### config.mk
export PLATFORM = sky130hd
export DESIGN_NAME = nibble_accumulator_flat
export DESIGN_NICKNAME = d
export VERILOG_FILES = /design/src/rtl/nibble_acc_pkg.sv /design/src/rtl/nibble_accumulator_if.sv /design/src/rtl/top_adder.sv /design/src/rtl/nibble_accumulator.sv /design/src/flat_wrapper.sv
export SDC_FILE = /design/constraint.sdc
export NUM_CORES = 1
export LEC_CHECK = 0
export BUFFER_PORTS_ARGS = -buffer_cell sky130_fd_sc_hd__clkbuf_2
export CAP_MARGIN = 30
export CELL_PAD_IN_SITES_DETAIL_PLACEMENT = 1
export CELL_PAD_IN_SITES_GLOBAL_PLACEMENT = 1
export CORE_ASPECT_RATIO = 0.8
export CORE_UTILIZATION = 34
export CTS_CLUSTER_DIAMETER = 80
export DETAILED_ROUTE_END_ITERATION = 16
export PLACE_DENSITY_LB_ADDON = 0.3
export SYNTH_ARGS = -nofsm -noshare
export SYNTH_HDL_FRONTEND = slang
export SYNTH_SLANG_ARGS = --single-unit
### constraint.sdc
create_clock -name clk -period 2.2 [get_ports clk]
set_clock_uncertainty 0.05 [all_clocks]
set_input_delay 0 -clock clk [delete_from_list [all_inputs] [get_ports clk]]
set_output_delay 0 -clock clk [all_outputs]
set_load 0.1 [all_outputs]
### src/rtl/nibble_acc_pkg.sv
// Shared widths, FSM state encoding and sizing helper for the nibble accumulator.
// Imported by the interface and the accumulator top.
package nibble_acc_pkg;

    localparam int NIBBLE_W = 4;

    typedef enum logic [0:0] {
        S_ACC = 1'b0,
        S_OUT = 1'b1
    } state_e;

    // Bits needed to count 0..n-1, never less than one.
    function automatic int smp_cnt_width(input int n);
        int w;
        w = 1;
        while ((1 << w) < n) begin
            w++;
        end
        return w;
    endfunction

endpackage

### src/rtl/nibble_accumulator_if.sv
// Sample input and group-result output of the nibble accumulator.
// master drives samples and result acceptance; slave is the accumulator.
interface nibble_accumulator_if
    import nibble_acc_pkg::*;
#(
    parameter int CNT_W = 3
);
    logic                in_valid;
    logic                in_ready;
    logic [NIBBLE_W-1:0] in_data;
    logic                out_valid;
    logic                out_ready;
    logic [NIBBLE_W-1:0] out_sum;
    logic                out_ovf;
    logic [CNT_W-1:0]    out_ovf_cnt;

    modport master (
        output in_valid, in_data, out_ready,
        input  in_ready, out_valid, out_sum, out_ovf, out_ovf_cnt
    );

    modport slave (
        input  in_valid, in_data, out_ready,
        output in_ready, out_valid, out_sum, out_ovf, out_ovf_cnt
    );
endinterface

### src/rtl/top_adder.sv
// 4-bit ripple-carry adder; Overflow is the carry out of the top bit.
// Latency: combinational. Backpressure: none.
// Feeds the accumulator its next running sum.
module top_adder (
    input  logic [3:0] InA,
    input  logic [3:0] InB,
    output logic [3:0] OutSum,
    output logic       Overflow
);
    logic carry;

    always_comb begin
        OutSum = '0;
        carry  = 1'b0;
        for (int i = 0; i < 4; i++) begin
            OutSum[i] = InA[i] ^ InB[i] ^ carry;
            carry     = (InA[i] & InB[i]) | (carry & (InA[i] ^ InB[i]));
        end
        Overflow = carry;
    end
endmodule

### src/rtl/nibble_accumulator.sv
// Accumulates NUM_SAMPLES nibbles through top_adder and reports sum plus overflow stats.
// Latency: result valid the cycle after the last sample is accepted.
// Backpressure: result held while out_ready is low; no input accepted until it is taken.
module nibble_accumulator
    import nibble_acc_pkg::*;
#(
    parameter int NUM_SAMPLES = 4,
    parameter int CNT_W       = 3
) (
    input  logic                 clk,
    input  logic                 rst_n,
    input  logic                 clr,
    nibble_accumulator_if.slave  bus
);
    localparam int                 SMP_W    = smp_cnt_width(NUM_SAMPLES);
    localparam logic [SMP_W-1:0]   LAST_SMP = SMP_W'(NUM_SAMPLES - 1);
    localparam logic [CNT_W-1:0]   CNT_MAX  = {CNT_W{1'b1}};

    state_e              state_q,   state_d;
    logic [NIBBLE_W-1:0] acc_q,     acc_d;
    logic [SMP_W-1:0]    smp_cnt_q, smp_cnt_d;
    logic                ovf_q,     ovf_d;
    logic [CNT_W-1:0]    ovf_cnt_q, ovf_cnt_d;

    logic [NIBBLE_W-1:0] add_sum;
    logic                add_ovf;

    top_adder u_adder (
        .InA      (acc_q),
        .InB      (bus.in_data),
        .OutSum   (add_sum),
        .Overflow (add_ovf)
    );

    always_comb begin
        state_d   = state_q;
        acc_d     = acc_q;
        smp_cnt_d = smp_cnt_q;
        ovf_d     = ovf_q;
        ovf_cnt_d = ovf_cnt_q;

        // clr wins over both handshakes and drops any pending result.
        if (clr) begin
            state_d   = S_ACC;
            acc_d     = '0;
            smp_cnt_d = '0;
            ovf_d     = 1'b0;
            ovf_cnt_d = '0;
        end else begin
            unique case (state_q)
                S_ACC: begin
                    if (bus.in_valid) begin
                        acc_d = add_sum;
                        if (add_ovf) begin
                            ovf_d = 1'b1;
                            if (ovf_cnt_q != CNT_MAX) begin
                                ovf_cnt_d = ovf_cnt_q + CNT_W'(1);
                            end
                        end
                        if (smp_cnt_q == LAST_SMP) begin
                            smp_cnt_d = '0;
                            state_d   = S_OUT;
                        end else begin
                            smp_cnt_d = smp_cnt_q + SMP_W'(1);
                        end
                    end
                end
                S_OUT: begin
                    if (bus.out_ready) begin
                        state_d   = S_ACC;
                        acc_d     = '0;
                        ovf_d     = 1'b0;
                        ovf_cnt_d = '0;
                    end
                end
                default: state_d = S_ACC;
            endcase
        end
    end

    always_ff @(posedge clk or negedge rst_n) begin
        if (!rst_n) begin
            state_q   <= S_ACC;
            acc_q     <= '0;
            smp_cnt_q <= '0;
            ovf_q     <= 1'b0;
            ovf_cnt_q <= '0;
        end else begin
            state_q   <= state_d;
            acc_q     <= acc_d;
            smp_cnt_q <= smp_cnt_d;
            ovf_q     <= ovf_d;
            ovf_cnt_q <= ovf_cnt_d;
        end
    end

    assign bus.in_ready    = (state_q == S_ACC);
    assign bus.out_valid   = (state_q == S_OUT);
    assign bus.out_sum     = acc_q;
    assign bus.out_ovf     = ovf_q;
    assign bus.out_ovf_cnt = ovf_cnt_q;

endmodule

### src/flat_wrapper.sv
// flat-port wrapper written by rule: the top's interface ports become plain ports
module nibble_accumulator_flat import nibble_acc_pkg::*;
#(
    parameter int NUM_SAMPLES = 4,
    parameter int CNT_W       = 3
)
  (clk, rst_n, clr, bus_in_valid, bus_in_data, bus_out_ready, bus_in_ready, bus_out_valid, bus_out_sum, bus_out_ovf, bus_out_ovf_cnt);
  nibble_accumulator_if #(.CNT_W(CNT_W)) bus_i ();
  input  logic clk;
  input  logic rst_n;
  input  logic clr;
  input wire logic [$bits(bus_i.in_valid)-1:0] bus_in_valid;
  input wire logic [$bits(bus_i.in_data)-1:0] bus_in_data;
  input wire logic [$bits(bus_i.out_ready)-1:0] bus_out_ready;
  output wire logic [$bits(bus_i.in_ready)-1:0] bus_in_ready;
  output wire logic [$bits(bus_i.out_valid)-1:0] bus_out_valid;
  output wire logic [$bits(bus_i.out_sum)-1:0] bus_out_sum;
  output wire logic [$bits(bus_i.out_ovf)-1:0] bus_out_ovf;
  output wire logic [$bits(bus_i.out_ovf_cnt)-1:0] bus_out_ovf_cnt;
  assign bus_i.in_valid = bus_in_valid;
  assign bus_i.in_data = bus_in_data;
  assign bus_i.out_ready = bus_out_ready;
  assign bus_in_ready = bus_i.in_ready;
  assign bus_out_valid = bus_i.out_valid;
  assign bus_out_sum = bus_i.out_sum;
  assign bus_out_ovf = bus_i.out_ovf;
  assign bus_out_ovf_cnt = bus_i.out_ovf_cnt;
  nibble_accumulator #(.NUM_SAMPLES(NUM_SAMPLES), .CNT_W(CNT_W)) u_core (.clk(clk), .rst_n(rst_n), .clr(clr), .bus(bus_i));
endmodule
---- After elaboration in Yosys (flattened, before gate mapping) ----
Index checks and enable logic that the tools add are counted.
word-level totals
  bits in registers ....................... 11
  input bits .............................. 9
  logic and storage cells ................. 61
cells by class
  equality and inequality tests ........... 7
  reduce and logical (&&, ||, !) cells .... 5
  bitwise operators ....................... 18
  mux-type cells .......................... 24
  $add $sub $neg .......................... 2
operators with widths
  operator                                                          number
  3-bit 2-to-1 mux                                                  5
  4-bit 2-to-1 mux                                                  3
  3-bit != test (second input constant)                             3
  1-bit 2-to-1 mux                                                  8
  2-bit 2-to-1 mux                                                  4
  4-bit one-hot mux with 2 select lines                             1
  1-bit bitwise AND                                                 7
  1-bit XOR                                                         7
  3-bit by 2-bit != test with 1-bit output (second input constant)  2
  3-bit one-hot mux with 2 select lines                             1
  1-bit one-hot mux with 2 select lines                             2
  2-bit AND reduction                                               2
  4-bit AND reduction                                               1
  3-bit by 1-bit adder with 3-bit output (second input constant)    1
  1-bit OR                                                          3
  3-bit AND reduction                                               1
  2-bit by 1-bit adder with 2-bit output (second input constant)    1
  2-bit equality test (second input constant)                       1
  2-bit != test (second input constant)                             1
  2-bit nonzero test                                                1
  1-bit inverter                                                    1

---- Longest topological paths before layout ----
  word-level depth ........................ 11
  gate-level depth with buffers ........... 10

---- By module ----
A second synthesis with hierarchy kept.
second synthesis, totals
  cells, all modules ...................... 62
  area total of the unflattened synthesis .. 641.9 µm²
by module, submodules not included
  module              area each (µm²)  times used  cells an instance
  nibble_accumulator  531.8            1           48
  top_adder           110.1            1           14

---- Least setup slack after synthesis ----
OpenSTA, ideal clock, no wires.
  path kind ............................... register to register
  start point ............................. register u_core.acc_q[0], in the netlist u_core.bus.out_sum[0]
  end point ............................... register u_core.ovf_cnt_q[2], in the netlist u_core.bus.out_ovf_cnt[2]
  clock period less this slack ............ 3.094 ns
  library setup time ...................... 0.136 ns
  setup slack ............................. -0.894 ns
  cell stages (with the launch flop) ...... 11
  arrival ................................. 2.908 ns
  required time ........................... 2.014 ns
  path buffers ............................ 0
  path through ............................ dfrtp_1 > ha_1 > inv_1 > fa_1 > inv_1 > fa_1 > inv_1 > fa_1 > or4b_4 > nand3_1 > a21oi_1
between the ends
  cells in the longest elaborated chain, start to end .. 9
ends and longest elaborated chain
  item                                                       RTL line                  source
  from (decl)                                                nibble_accumulator.sv:20  logic [NIBBLE_W-1:0] acc_q, acc_d;
  from (signal assigned)                                     nibble_accumulator.sv:84  acc_q <= '0;
  from (signal assigned)                                     nibble_accumulator.sv:90  acc_q <= acc_d;
  1-bit bitwise AND (2 in a row)                             top_adder.sv:17           carry = (InA[i] & InB[i]) | (carry & (InA[i] ^ InB[i]));
  1-bit OR                                                   top_adder.sv:17
  1-bit bitwise AND                                          top_adder.sv:17
  1-bit OR                                                   top_adder.sv:17
  1-bit bitwise AND                                          top_adder.sv:17
  1-bit OR                                                   top_adder.sv:17
  3-bit by 2-bit != test with 1-bit output (no source line)  -
  4-bit AND reduction (no source line)                       -
  to (signal assigned)                                       nibble_accumulator.sv:93  ovf_cnt_q <= ovf_cnt_d;
  to (decl)                                                  nibble_accumulator.sv:23  logic [CNT_W-1:0] ovf_cnt_q, ovf_cnt_d;
Every way passes these cells.
A chain may end at the register's enable or synchronous reset.

---- Final worst setup path ----
  start point ............................. register u_core.acc_q[0], in the netlist u_core.bus.out_sum[0]
  end point ............................... register u_core.ovf_cnt_q[1], in the netlist u_core.bus.out_ovf_cnt[1]
Same word-level chain as after synthesis.

==> reports/results.ini <==
[global_route]
grt_max_degree=12
antenna_found_initial=0
track_usage_pct=16.9
grt_pass1_vias=600
grt-ovfl-total=0
grt_pass1_wl_um=2640

[setup_path]
r2r_slack_ns=-0.19
crit_fanout=3
cp.required_ns=2.30
rr_endpoint=u_core.bus.out_ovf_cnt[1]
endpoint=u_core.bus.out_ovf_cnt[1]
reg2reg_depth=10
r2r-start=u_core.bus.out_sum[0]
cp.arrival_ns=2.49
setup.worst_path.end_class=register
worstSetupStartpoint=u_core.bus.out_sum[0]
path_class=reg2reg
crit_path_start_kind=register

[clocking]
cts-root-buf=clkbuf_4
ctsLongestPathBuffers=2
clk_latency_ns=0.27
htree_levels=1
cts_buffers=3
path_clk_slew_ns=0.07
cts_sinks=11
cts_tree=built

[yosys]
synth_edf_count=0
synth.area.top_cells=dfrtp_1 (40%), fa_1 (8.7%), ha_1 (7.3%), inv_1 (5.4%), a21oi_1 (4.4%)
synth_top_area_share_pct=39.9
synth.top_cells.by_count=dfrtp_1 (11), inv_1 (10), a21oi_1 (6), nand2_1 (6), nor2_1 (5)
syn_area_per_cell_sq_um=9.99
syn_area_sq_um=689
synth_ff_type=dfrtp_1
syn-instance-count=69
yosysWarnings=0
ys_seq_area_share_pct=39.9
async_flop_share_pct=100
synth.most_common_cell=dfrtp_1
synthesis.nets=85
synth-seq-cells=11
synth_area_leader_cell=dfrtp_1
ys_types=25

[finish]
n_fill_cell=228
multiInputGateArea_sq_um=404
regArea_sq_um=284
area_delta_synth_final_pct=30.1
fin_nets=108
finish.instance_area_sq_um=897
fin_cells=115
antennaDiodeCount=0
drive_gt1_share_pct=45.1

[timing]
finalCritPeriodShare_pct=109
rsz0062_at_grt=true
period_minus_slack_ns=2.39
tightest_slew_ns=0.540
hold_viol=0
fin_ws_ns=-0.193
max_slew_margin_pct=64.2
fmax_ghz=0.418
setup-violations-final=3
drv_slew=0

[hold_path]
hold_class=in2reg

[floorplan]
die-area_sq_um=2210
num_rows=14
fp.coreArea_sq_um=1890
ioPinCount=19
die_x_um=52.3
start_util_pct=36.4
die_y_um=42.3

[placement]
detailed_place_hpwl_um=1160
post_dp_cell_area_sq_um=831
dp_cells=109
portBuffers=18
globalplace.congestion=0.642

[drt]
wl_per_cell_um=13.5
drtPass1Iterations=2
num_vias=563
drtIter0Drc=7
drcViolationCount=0
postRouteAntennaNets=0
via_per_inst=4.90
wl_um=1550

[power]
total_power_mw=0.582
p_per_area_nw_per_um2=649
p_leak_nw=0.442
vdd_drop_max_v=0.000424

[run]
drv_cap=0

[run_status]
status=complete, but fails checks
violations=negative setup slack

[critical path, cell delays in order (launching register included)]
cell and delay, ns:
dfrtp_4 0.42, ha_4 0.12, inv_2 0.03, fa_2 0.33, inv_2 0.06, fa_2 0.18, inv_2 0.04, fa_2 0.35
or4b_4 0.53, nand3_2 0.10, a21oi_1 0.06
[timing repair]
action | in CTS | in global routing
cloned | 0 | 0
hold buffers | 1 | 0
setup endpoints to repair | 3 | 4
hold endpoints to repair | 11 | 0
setup buffers | 1 | 0
pin swaps | 0 | 1
resized for setup | 0 | 4
[per-stage QoR]
stage	setup TNS, ns	worst slack, ns	hold slack [ns]	util (%)
after floorplan	-1.29	-0.405	-0.346	-
after global placement	-0.494	-0.176	-0.157	43.9
after detailed placement	-0.594	-0.204	-0.161	43.9
after CTS	-0.597	-0.201	0.0219	46.2
after global routing	-0.801	-0.258	0.00683	47.4
final	-0.570	-0.193	0.0208	47.4
[how the worst min path moves through the flow]
stage	start	end	slack [ns]	cells past startpoint
after floorplan	rst_n	u_core.bus.out_ovf	-0.35	0
after global placement	rst_n	u_core.bus.out_ovf_cnt[1]	-0.16	1
after detailed placement	rst_n	u_core.bus.out_ovf_cnt[1]	-0.16	1
after CTS	clr	u_core.bus.out_sum[0]	0.02	2
after global routing	clr	u_core.bus.out_ovf_cnt[2]	0.007	2
final	clr	u_core.bus.out_ovf_cnt[2]	0.02	2
[cell families after synthesis]
logic type                 Yosys count  synth area share, %
AOI/OAI and AO/OA                   12                 10.9
muxes                                5                 7.62
DFF                                 11                 39.9
buffers and inverters               13                 8.35
adders and majority gates            7                 16.0
and+or+nand+nor                     21                 17.2
[state kept, by name (all words and copies together), names as in the netlist]
| signal | flops |
|---|---|
| u_core.bus.out_ovf | 1 |
| u_core.bus.out_ovf_cnt | 3 |
| u_core.bus.out_sum | 4 |
| u_core.bus.out_valid | 1 |
| u_core.smp_cnt_q | 2 |
[cell type report]
cell class,count,share of cell area (%)
Inverter,10,4.18
Tap cell,24,3.35
Sequential cell,11,31.7
Clock buffer,4,2.93
Multi-Input combinational cell,45,45.0
Timing Repair Buffer,21,12.8
[cell usage in the layout (no fill, tap or decap), types with 2 or more instances in the layout]
cell type and count:
mux2_2 2, ha_1 3, fa_2 3, inv_2 3
nor2_1 5, clkbuf_4 3, inv_1 7, a21oi_1 5
nand3b_1 2, mux2i_1 3, buf_4 2, clkbuf_2 18
nand3_2 3, dfrtp_1 8, dfrtp_4 2, nand2_1 6
[power breakdown]
group          internal (mW)  total [mW]  switching [mW]
registers              0.219       0.233          0.0133
clock network         0.0702       0.138          0.0674
logic                 0.0613       0.212           0.150
[per-layer routing]
| metal | global-route usage [%] | share of wire [%] | vias up | routed length (um) |
|---|---|---|---|---|
| met5 | 0 | 0 | - | 0 |
| met4 | 4.74 | 0.64 | 0 | 10 |
| met3 | 6.52 | 5.0 | 2 | 77 |
| met2 | 28.9 | 50 | 15 | 778 |
| met1 | 19.4 | 44 | 273 | 684 |
| li1 | - | - | 273 | - |
Power figures use the tool's default switching activity.
